<file path="src/rtl/alu_issue_ctrl.sv">
// ---------------------------------------------------------------------------
// alu_issue_ctrl
//
// Sequencing stage that sits directly in front of a combinational ALU.
// Holds a 2**REG_AW x DATA_W operand register file, accepts one operation
// at a time over a valid/ready handshake, presents registered operands and
// the opcode to the ALU, captures the ALU result and writes it back.
// Each operation walks IDLE -> EXEC -> WB, so one operation every 3 cycles.
//
// Ports:
//   clk, rst                 clock, synchronous active-high reset
//   req_valid/req_ready      request handshake
//   req_op/ra/rb/rd          opcode, source registers, destination register
//   ld_en/ld_addr/ld_data    side load port (writes in any state)
//   alu_a/alu_b/alu_op       registered operands and opcode to the ALU
//   alu_out                  combinational ALU result
//   done/done_err            completion pulse / illegal-opcode flag
//   done_rd/done_data        destination and result of completed op
//   dbg_addr/dbg_data        combinational debug read of the register file
//
// Optional feature: define ALU_ISSUE_R0_ZERO_EN to hard-wire register 0
// to zero (reads return 0, writes from WB or the load port are dropped).
// ---------------------------------------------------------------------------
module alu_issue_ctrl #(
  parameter int DATA_W = 32,
  parameter int REG_AW = 3,
  parameter int OP_W   = 5
) (
  input  logic              clk,
  input  logic              rst,
  input  logic              req_valid,
  output logic              req_ready,
  input  logic [OP_W-1:0]   req_op,
  input  logic [REG_AW-1:0] req_ra,
  input  logic [REG_AW-1:0] req_rb,
  input  logic [REG_AW-1:0] req_rd,
  input  logic              ld_en,
  input  logic [REG_AW-1:0] ld_addr,
  input  logic [DATA_W-1:0] ld_data,
  output logic [DATA_W-1:0] alu_a,
  output logic [DATA_W-1:0] alu_b,
  output logic [OP_W-1:0]   alu_op,
  input  logic [DATA_W-1:0] alu_out,
  output logic              done,
  output logic              done_err,
  output logic [REG_AW-1:0] done_rd,
  output logic [DATA_W-1:0] done_data,
  input  logic [REG_AW-1:0] dbg_addr,
  output logic [DATA_W-1:0] dbg_data
);

  localparam int NREG = 1 << REG_AW;

  // Legal opcodes are the contiguous range ADD (0x01) .. NOR (0x06).
  localparam logic [OP_W-1:0] OP_FIRST = OP_W'(1);
  localparam logic [OP_W-1:0] OP_LAST  = OP_W'(6);

  typedef enum logic [1:0] {IDLE, EXEC, WB} state_t;

  state_t            state_q, state_d;
  logic [DATA_W-1:0] rf_q [NREG];
  logic [DATA_W-1:0] rf_d [NREG];
  logic [DATA_W-1:0] a_q, a_d;
  logic [DATA_W-1:0] b_q, b_d;
  logic [OP_W-1:0]   op_q, op_d;
  logic [REG_AW-1:0] rd_q, rd_d;
  logic [DATA_W-1:0] result_q, result_d;
  logic              err_q, err_d;

  logic [DATA_W-1:0] read_a, read_b, read_dbg;
  logic              op_legal;

  // Register-file read ports. With the zero-register option, address 0
  // reads as 0 regardless of storage contents.
  always_comb begin
    read_a   = rf_q[req_ra];
    read_b   = rf_q[req_rb];
    read_dbg = rf_q[dbg_addr];
`ifdef ALU_ISSUE_R0_ZERO_EN
    if (req_ra == '0)   read_a   = '0;
    if (req_rb == '0)   read_b   = '0;
    if (dbg_addr == '0) read_dbg = '0;
`endif
  end

  assign op_legal = (op_q >= OP_FIRST) && (op_q <= OP_LAST);

  // Next-state and register-file update. The WB write is applied after the
  // load-port write so that a same-address collision keeps the WB value.
  // Operands are taken from rf_q, so a load in the accept cycle is not seen.
  always_comb begin
    state_d  = state_q;
    a_d      = a_q;
    b_d      = b_q;
    op_d     = op_q;
    rd_d     = rd_q;
    result_d = result_q;
    err_d    = err_q;
    rf_d     = rf_q;

    if (ld_en) rf_d[ld_addr] = ld_data;

    case (state_q)
      IDLE: begin
        if (req_valid && req_ready) begin
          a_d     = read_a;
          b_d     = read_b;
          op_d    = req_op;
          rd_d    = req_rd;
          state_d = EXEC;
        end
      end
      EXEC: begin
        // Result is captured even for an illegal opcode; only writeback is
        // suppressed.
        result_d = alu_out;
        err_d    = ~op_legal;
        state_d  = WB;
      end
      WB: begin
        if (!err_q) rf_d[rd_q] = result_q;
        state_d = IDLE;
      end
      default: state_d = IDLE;
    endcase

`ifdef ALU_ISSUE_R0_ZERO_EN
    rf_d[0] = '0;
`endif
  end

  always_ff @(posedge clk) begin
    if (rst) begin
      state_q  <= IDLE;
      a_q      <= '0;
      b_q      <= '0;
      op_q     <= '0;
      rd_q     <= '0;
      result_q <= '0;
      err_q    <= 1'b0;
      for (int i = 0; i < NREG; i++) rf_q[i] <= '0;
    end else begin
      state_q  <= state_d;
      a_q      <= a_d;
      b_q      <= b_d;
      op_q     <= op_d;
      rd_q     <= rd_d;
      result_q <= result_d;
      err_q    <= err_d;
      rf_q     <= rf_d;
    end
  end

  // Reset masks ready and done combinationally so an aborted operation
  // never signals completion on the reset cycle itself.
  assign req_ready = (state_q == IDLE) && !rst;
  assign alu_a     = a_q;
  assign alu_b     = b_q;
  assign alu_op    = (state_q == EXEC) ? op_q : '0;
  assign done      = (state_q == WB) && !rst;
  assign done_err  = done && err_q;
  assign done_rd   = rd_q;
  assign done_data = result_q;
  assign dbg_data  = read_dbg;

endmodule

</file>
<file path="config.mk">
export PLATFORM = sky130hd
export DESIGN_NAME = alu_issue_ctrl
export DESIGN_NICKNAME = d
export VERILOG_FILES = /design/src/rtl/alu_issue_ctrl.sv
export SDC_FILE = /design/constraint.sdc
export NUM_CORES = 1
export LEC_CHECK = 0
export CAP_MARGIN = 20
export CELL_PAD_IN_SITES_DETAIL_PLACEMENT = 1
export CELL_PAD_IN_SITES_GLOBAL_PLACEMENT = 1
export CORE_MARGIN = 4
export CORE_UTILIZATION = 46
export CTS_CLUSTER_DIAMETER = 100
export DETAILED_ROUTE_END_ITERATION = 16
export GPL_TIMING_DRIVEN = 0
export HOLD_SLACK_MARGIN = 0.1
export PLACE_DENSITY_LB_ADDON = 0.08
export SLEW_MARGIN = 0
export SYNTH_ARGS = -nofsm -noshare
export SYNTH_HDL_FRONTEND = slang
export SYNTH_SLANG_ARGS = --single-unit
</file>
<file path="constraint.sdc">
create_clock -name clk -period 3.3 [get_ports clk]
set_clock_uncertainty 0.2 [all_clocks]
set_input_delay 0.66 -clock clk [delete_from_list [all_inputs] [get_ports clk]]
set_output_delay 0.66 -clock clk [all_outputs]
set_load 0.005 [all_outputs]
</file>
# Yosys cells after proc, flatten, opt, wreduce, memory -nomap -nowiden
# Index checks and enable logic that the tools add are counted.
# classes
n_shift,0
n_bitwise,6
add_sub_neg,0
eq_ne,3
div_mod_pow,0
reduce_logical,10
muxes,21
mul,0
magnitude_cmp,9
# ops
operator,n
$mux 256,3
$bwmux 256,2
$bmux 32 s3,3
$mux 32,8
$demux 32 s3,2
$ge 4x4->1 const B,5
$not 3->4,5
$lt 4x1->1 const B,2
$logic_and 1x1->1,7
$ge 5x1->1 const B,1
$le 5x3->1 const B,1
$mux 5,1
$pmux 2 s2,1
$eq 2x1->1 const B,1
$eq 2x2->1 const B,1
$logic_not 2->1,1
$mux 2,1
$ne 2x2->1 const B,1
$reduce_and 2->1,1
$logic_not 1->1,1
$not 1->1,1
# word_totals
mem_count,0
ff_bits,363
latchBits,0
word_cells,64
ram_bits,0
input_bits,88
mem_bits_ro,0
output_inout_bits,139

# Logic depth before layout (Yosys ltp)
# Gate-level depths: netlist of run 1.
# depth
depth_word,10
mapped_depth,7
ltp_nobuf,4

# Worst setup path before layout of run 1
# OpenSTA, ideal clock, no wires.
# synth_timing
path_type,input to output
start,input dbg_addr[0]
end,output dbg_data[0]
arrival_time_ns,1.963
t_required_ns,2.440
setup_slack_ns,0.477
n_path_buf,2
stages,4
cell_sequence,buf_2 -> buf_2 -> mux4_2 -> mux2_2
# synth_via
elab_chain_cells,4
# synth_lines
element,line,source
"start, declared",48,"input logic [REG_AW-1:0] dbg_addr,"
$not 3->4 (not written as such),78,read_dbg = rf_q[dbg_addr];
$bmux 32 s3,78,
$mux 32 (not written as such) (2 in a row),78,
"end, declared",49,output logic [DATA_W-1:0] dbg_data
# Every way passes these cells. The select of a mux whose other input is x is not followed.

# Worst setup path in the final report of run 1
# layout_timing
start,input dbg_addr[1]
end,output dbg_data[18]
# The elaborated chain is that of the path after synthesis.

==> results.md, run 1 <==
- GPL Wtd Cong: 0.972
- Buf/Inv on CP: 3
- PwrDens: 450 mW/mm^2
- Filler instances: 5,059
- Slew Viols, Final: 0
- Vias/cell: 6.90
- Sw Pwr: 3.34 mW
- Final wirelength: 97,600 um
- Synth Flop Type: dfxtp_1
- GRT Overall Usage: 37.6%
- WL/cell: 33.0 um
- Tot Pwr: 11.6 mW
- Remaining global-route overflow: 0
- R2R Path End: rf_q[60]
- EDFF count, synth: 0
- First-pass GRT wire length: 142,000 um
- Fmax achieved: 301 MHz
- Clock sink count: 363
- Worst setup margin: -0.0180 ns
- Worst r2r src: done_rd[0]
- H-tree depth: 2
- Root buffer cell: clkbuf_16
- # DRC: 0
- Crit end category: output port
- Hold Path Sink: alu_a[28]
- Largest stage delay on the critical path: 0.45 ns
- Fin crit period: 3.32 ns
- Inserted Clock Buffers: 44
- HPWL after detailed placement: 70,000 um
- CTS Buffer Depth: 3
- Initial antenna violation count: 4
- Crit Path Category: primary input to output port
- Period utilization: 101%
- Register-to-Register Path Depth: 5
- Worst path arrival time: 2.46 ns
- Final setup fails: 8
- Warnings from Yosys: 0
- Syn Nets: 2,176
- Sequential power share: 40.5%
- Final hold viol count: 0
- Synthesized netlist cell count: 2,088
- Core Util, Final: 55.5%
- Leakage: 9.44 nW
- Initial core utilization: 46.5%
- Die Ht: 225 um
- ANT nets after route: 0
- Top-level I/O count: 227
- Relative slew margins: 27.3%
- # port buffers: 182
- Nets: 2,403
- FF-to-FF setup slack: 0.43 ns
- Critical Path RT: 2.44 ns
- Post-CTS Setup Repair Bufs: 0
- Max-cap viol count: 0
- # rows: 79
- Switch share: 28.8%
- DR vias: 20,400
- Vias in the first global route: 21,300
- Failing checks: setup timing
- Worst IR Drop VDD: 0.000366 V
- Critical Path Stages: 5
- Mapped Avg Cell Area: 10.3 um^2
- Fraction of layout cells with a size suffix above 1: 16.8%
- RSZ-0062 raised after global routing: true
- Outcome: finished with violations
- CORE AREA: 0.0465 mm^2
- CP Cell Sequence: clkbuf_4, clkbuf_4, mux4_2, mux2_2, clkdlybuf4s50_1
- Critical path peak fanout: 10
- Hold path cells: 1
- Seq cells post-synth: 363
- Initial DRC Count: 2,543
- Worst Hold Class: flip-flop to flip-flop
- Worst Hold Launch: alu_a[28]
- Crit-path slowest cell: clkdlybuf4s50_1
- Clk_lat worst skew: 0.60 ns
- Die X: 225 um
- Layout area overhead: 19.4%
- CP dominant cell by count: clkbuf_4
- Async SR Flop Fraction: 0%
- Critical path's top delay family: buffers and inverters
- CTS tree: done
- Hold Buf Count CTS: 0
- DR pass1 iterations: 7
- Post-Syn Area: 0.0216 mm^2
- Worst slew pin tran: 1.09 ns
- Largest net degree at the start of global routing: 14
- Die Footprint: 0.0505 mm^2
- P_int: 8.26 mW
- Comb power frac: 15.7%
- Startpoint types: primary input
- CTS clk-pin slew, worst paths: 0.05 ns
- Clk network pwr share: 43.8%
- Register area share after synthesis: 33.7%
- Unique masters post-synth: 33
## final cells by class
type                    instances  area [um^2]  area share, %
diodes                          6         15.0         0.0583
plain buffers                 309         1510           5.86
clock buffers                  62         1240           4.81
clock inverters                15          208          0.806
inverters                       1         3.75         0.0146
multi-input cells            1414        12900           50.2
flip-flops and latches        363         7270           28.2
well taps                     607          759           2.95
repair buffers                182         1820           7.06
## per-layer routing
layer  share of wire [%]  vias to the layer above  global-route usage [%]
li1                    -                     8486                       -
met1                  40                    10400                    50.2
met2                  44                     1240                    56.8
met3                  11                      283                    10.8
met4                 4.4                        2                    17.0
met5               0.093                        -                    1.33
## placed cells by master (no fill, tap or decap), types with 3 or more instances in the layout
cell / n
a211oi_1: 196
nand2b_1: 66
clkinv_2: 8
bufinv_16: 5
mux2i_1: 384
clkbuf_1: 188
clkbuf_2: 4
a21oi_1: 42
and2_1: 6
nor3_1: 258
clkbuf_4: 6
clkdlybuf4s50_1: 181
nand2_1: 82
mux4_2: 128
nor2_1: 4
mux2_2: 32
nand4b_1: 4
a32o_1: 64
dfxtp_1: 363
buf_12: 6
a211oi_2: 60
buf_1: 34
diode_2: 6
nor4bb_1: 3
a22oi_1: 63
nor2b_1: 3
or2_2: 7
clkbuf_8: 6
buf_2: 55
buf_4: 16
clkbuf_16: 45
buf_6: 10
## power groups by stage
stage / clock [mW] / combinational [mW] / sequential [mW]
4_1_cts: 5.06 / 1.77 / 4.69
3_5_place_dp: 0 / 1.75 / 4.78
3_3_place_gp: 0 / 1.71 / 4.77
5_1_grt: 5.26 / 1.89 / 4.71
6_report: 5.09 / 1.82 / 4.70
2_1_floorplan: 0 / 1.01 / 4.74
## registers in the layout, summed over array words and instances (netlist names)
register / cells
rf_q: 256
done_rd: 3
err_q: 1
alu_a: 32
done_data: 32
state_q: 2
alu_b: 32
op_q: 5
## synth_stat cells (all sizes together) (2+ instances only)
cell type / n / area share [%]
mux2i: 384 / 18
dfxtp: 363 / 34
nor3: 258 / 6.0
a211oi: 256 / 10
clkbuf: 188 / 3.3
mux4: 128 / 13
buf: 122 / 3.1
nand2: 82 / 1.4
nand2b: 66 / 1.9
a32o: 64 / 3.0
a22oi: 63 / 2.2
a21oi: 43 / 1.0
mux2: 32 / 1.7
or2: 9 / 0.26
and2: 6 / 0.17
nand4b: 4 / 0.16
nor2: 4 / 0.070
nor2b: 3 / 0.087
nor4bb: 3 / 0.14
nand4bb: 2 / 0.10
or4b: 2 / 0.11
## repair_timing
item | in CTS | in global routing
pin swaps | 0 | 0
endpoints found under the setup margin | 33 | 26
endpoints found under the hold margin | 0 | 0
gates resized for setup | 38 | 11
## worst max-delay path by stage
stage / end / from
CTS: dbg_data[21] / dbg_addr[0]
finish: dbg_data[18] / dbg_addr[1]
detailed placement: dbg_data[27] / dbg_addr[1]
floorplan: dbg_data[0] / dbg_addr[0]
global route: dbg_data[11] / dbg_addr[1]
global placement: dbg_data[27] / dbg_addr[1]
## cell families (layout without fill, tap and decap cells)
family,count (synthesis),after routing,synth area share [%]
multiplexers,544,544,32.8
buffers and inverters,311,569,6.39
other,0,6,0
AND/OR/NAND/NOR,443,443,10.6
AO/OA/AOI/OAI,427,427,16.5
flip-flops,363,363,33.7
## worst reg2reg max path, stage by stage, from the launching register on
cell	delay, ns
dfxtp_1	0.50
nand4bb_1	0.29
clkbuf_1	0.63
clkbuf_1	0.71
nor3_1	0.14
a211oi_1	0.29
## metrics by stage
step	cells	setup TNS, ns	instance area (um^2)	setup slack (ns)	hold slack (ns)
after floorplan	2088	0	21600	0.477	0.245
after global placement	2877	-32.75	24200	-0.978	0.251
after detailed placement	2877	-32.90	24200	-0.976	0.254
after CTS	2954	-0.0917	25700	-0.0210	0.267
after global routing	2957	-0.174	25800	-0.0237	0.276
final	2959	-0.0665	25800	-0.0180	0.262
Power figures use the tool's default switching activity.
==> run 2, diff against run 1 <==
--- a/config.mk
+++ b/config.mk
@@ -9,9 +9,11 @@
 export CELL_PAD_IN_SITES_DETAIL_PLACEMENT = 1
 export CELL_PAD_IN_SITES_GLOBAL_PLACEMENT = 1
 export CORE_MARGIN = 4
-export CORE_UTILIZATION = 46
+export CORE_UTILIZATION = 47
+export CTS_BUF_LIST = sky130_fd_sc_hd__clkbuf_4
 export CTS_CLUSTER_DIAMETER = 100
 export DETAILED_ROUTE_END_ITERATION = 16
+export GPL_ROUTABILITY_DRIVEN = 0
 export GPL_TIMING_DRIVEN = 0
 export HOLD_SLACK_MARGIN = 0.1
 export PLACE_DENSITY_LB_ADDON = 0.08
==> run 2 against run 1 <==
Net effect:
- the flow now finishes without violations
- utilization grew 1.8 points
- routed wire length grew 0.48%
- critical endpoint is now dbg_data[30]
- sequential cell count is the same
- clock power shrank 13%
- non-clock buffer count grew 43
- first-iteration DRC count grew 4.3%
==> results.md, run 2 (synthesized netlist as in run 1, its figures left out) <==
- Initial antenna violation count: 2 (was 4)
- Layout area overhead: 20.4% (was 19.4%)
- Final wirelength: 98,100 um (was 97,600 um)
- Most frequent cells in the layout: mux2i_1 (384), dfxtp_1 (345), nor3_1 (258), a211oi_1 (196), clkbuf_1 (176) (was mux2i_1 (384), dfxtp_1 (363), nor3_1 (258), a211oi_1 (196), clkbuf_1 (188))
- Critical path peak fanout: 4 (was 10)
- Inserted Clock Buffers: 102 (was 44)
- Crit Path Category: flip-flop to output port (was primary input to output port)
- Startpoint types: flip-flop (was primary input)
- Vias in the first global route: 21,900 (was 21,300)
- DR pass1 iterations: 5 (was 7)
- Period utilization: 98.9% (was 101%)
- Final setup fails: 0 (was 8)
- Die Footprint: 0.0494 mm^2 (was 0.0505 mm^2)
- Worst Hold Class: primary input to flip-flop (was flip-flop to flip-flop)
- GRT Overall Usage: 38.1% (was 37.6%)
- Die X: 222 um (was 225 um)
- Fmax achieved: 306 MHz (was 301 MHz)
- Vias/cell: 6.80 (was 6.90)
- HPWL after detailed placement: 69,000 um (was 70,000 um)
- RSZ-0062 raised after global routing: false (was true)
- CTS tree: done (unchanged)
- Nets: 2,504 (was 2,403)
- Worst path arrival time: 2.40 ns (was 2.46 ns)
- Clk_lat worst skew: 0.92 ns (was 0.60 ns)
- Initial DRC Count: 2,652 (was 2,543)
- Leakage: 9.84 nW (was 9.44 nW)
- Slew Viols, Final: 0 (unchanged)
- DR vias: 21,100 (was 20,400)
- Root buffer cell: clkbuf_4 (was clkbuf_16)
- CORE AREA: 0.0454 mm^2 (was 0.0465 mm^2)
- Dpl cells: 2,871 (was 2,877)
- Outcome: complete, no violations (was finished with violations)
- # rows: 78 (was 79)
- Crit end category: output port (unchanged)
- Final hold viol count: 0 (unchanged)
- Worst slew pin tran: 1.10 ns (was 1.09 ns)
- WL/cell: 31.6 um (was 33.0 um)
- Fin crit period: 3.26 ns (was 3.32 ns)
- H-tree depth: 3 (was 2)
- Initial core utilization: 47.6% (was 46.5%)
- Max-cap viol count: 0 (unchanged)
- CTS clk-pin slew, worst paths: 0.07 ns (was 0.05 ns)
- Hold Slack: 0.154 ns (was 0.262 ns)
- Largest net degree at the start of global routing: 14 (unchanged)
- Non-filler instance count after layout: 3,103 (was 2,959)
- First-pass GRT wire length: 143,000 um (was 142,000 um)
- Relative slew margins: 26.6% (was 27.3%)
- Post-CTS Setup Repair Bufs: 0 (unchanged)
- Most common cell after layout, fill and taps aside: mux2i_1 (unchanged)
- Fraction of layout cells with a size suffix above 1: 20.4% (was 16.8%)
- Remaining global-route overflow: 0 (unchanged)
- Largest register by flop count: rf_q (unchanged)
- Clock sink count: 363 (unchanged)
- Max FFs per register: 256 (unchanged)
- Critical Path RT: 2.44 ns (about the same)
- Top-level I/O count: 227 (unchanged)
- ANT nets after route: 0 (unchanged)
- CTS Buffer Depth: 3 (unchanged)
- Worst IR Drop VDD: 0.000187 V (was 0.000366 V)
- # DRC: 0 (unchanged)
- # port buffers: 182 (unchanged)
- PwrDens: 421 mW/mm^2 (was 450 mW/mm^2)
- Die Ht: 222 um (was 225 um)
run 2: where the power goes:
| part | leakage, nW | switching (mW) | internal, mW |
|---|---|---|---|
| clock | 0.791 | 2.20 | 2.21 |
| combinational | 6.09 | 1.11 | 0.735 |
| sequential | 2.96 | 0.153 | 4.54 |
run 2: cell type report:
| cell class | instances | area (um^2) |
|---|---|---|
| fill | 4994 | 19400 |
| clock buffer | 155 | 1160 |
| tap | 600 | 751 |
| sequential | 363 | 7290 |
| inverter | 1 | 3.75 |
| antenna | 2 | 5.00 |
| multi-input combinational | 1414 | 12900 |
| buffer | 310 | 1470 |
| timing repair buffer | 224 | 2200 |
| clock inverter | 34 | 158 |
run 2: layer usage:
metal	GRT usage (%)	part of all wire [%]	wire length [um]
met2	58.8	45	43700
met1	49.9	39	38400
met5	0	0.013	13
met4	17.6	4.6	4500
met3	10.8	12	11400
run 2: worst max-delay path: stages (launching register included):
cell           delay [ns]
dfxtp_1              0.36
mux4_2               0.49
mux2_2               0.32
dlygate4sd2_1        0.33
run 2: path summary, 6_finish.rpt:
path / from / endpoint / slack (ns) / cells after the start
setup / recovery: rf_q[222] / dbg_data[30] / 0.04 / 3
hold / removal: alu_out[28] / done_data[28] / 0.15 / 3
setup reg to reg: done_rd[0] / rf_q[59] / 0.45 / 5
hold reg to reg: alu_a[26] / alu_a[26] / 0.27 / 1
run 2: timing repair:
item | in CTS | in global routing
endpoints found under the hold margin | 130 | 0
setup endpoints to repair | 39 | 6
gates resized for setup | 85 | 8
hold buffers | 41 | 0
run 2: metrics by stage:
stage / cell area (um^2) / setup WS, ns / setup TNS (ns) / power (mW) / util [%]
final: 26000 / 0.0357 / 0 / 11.0 / 57.3
after global routing: 26000 / 0.000378 / 0 / 11.3 / 57.3
after CTS: 26000 / -0.0803 / -0.0803 / 10.9 / 57.2
after detailed placement: 24200 / -0.933 / -32.04 / 6.53 / 53.3
after global placement: 24200 / -0.929 / -29.69 / 6.48 / 53.2
after floorplan: 21600 / 0.477 / 0 / 5.75 / -
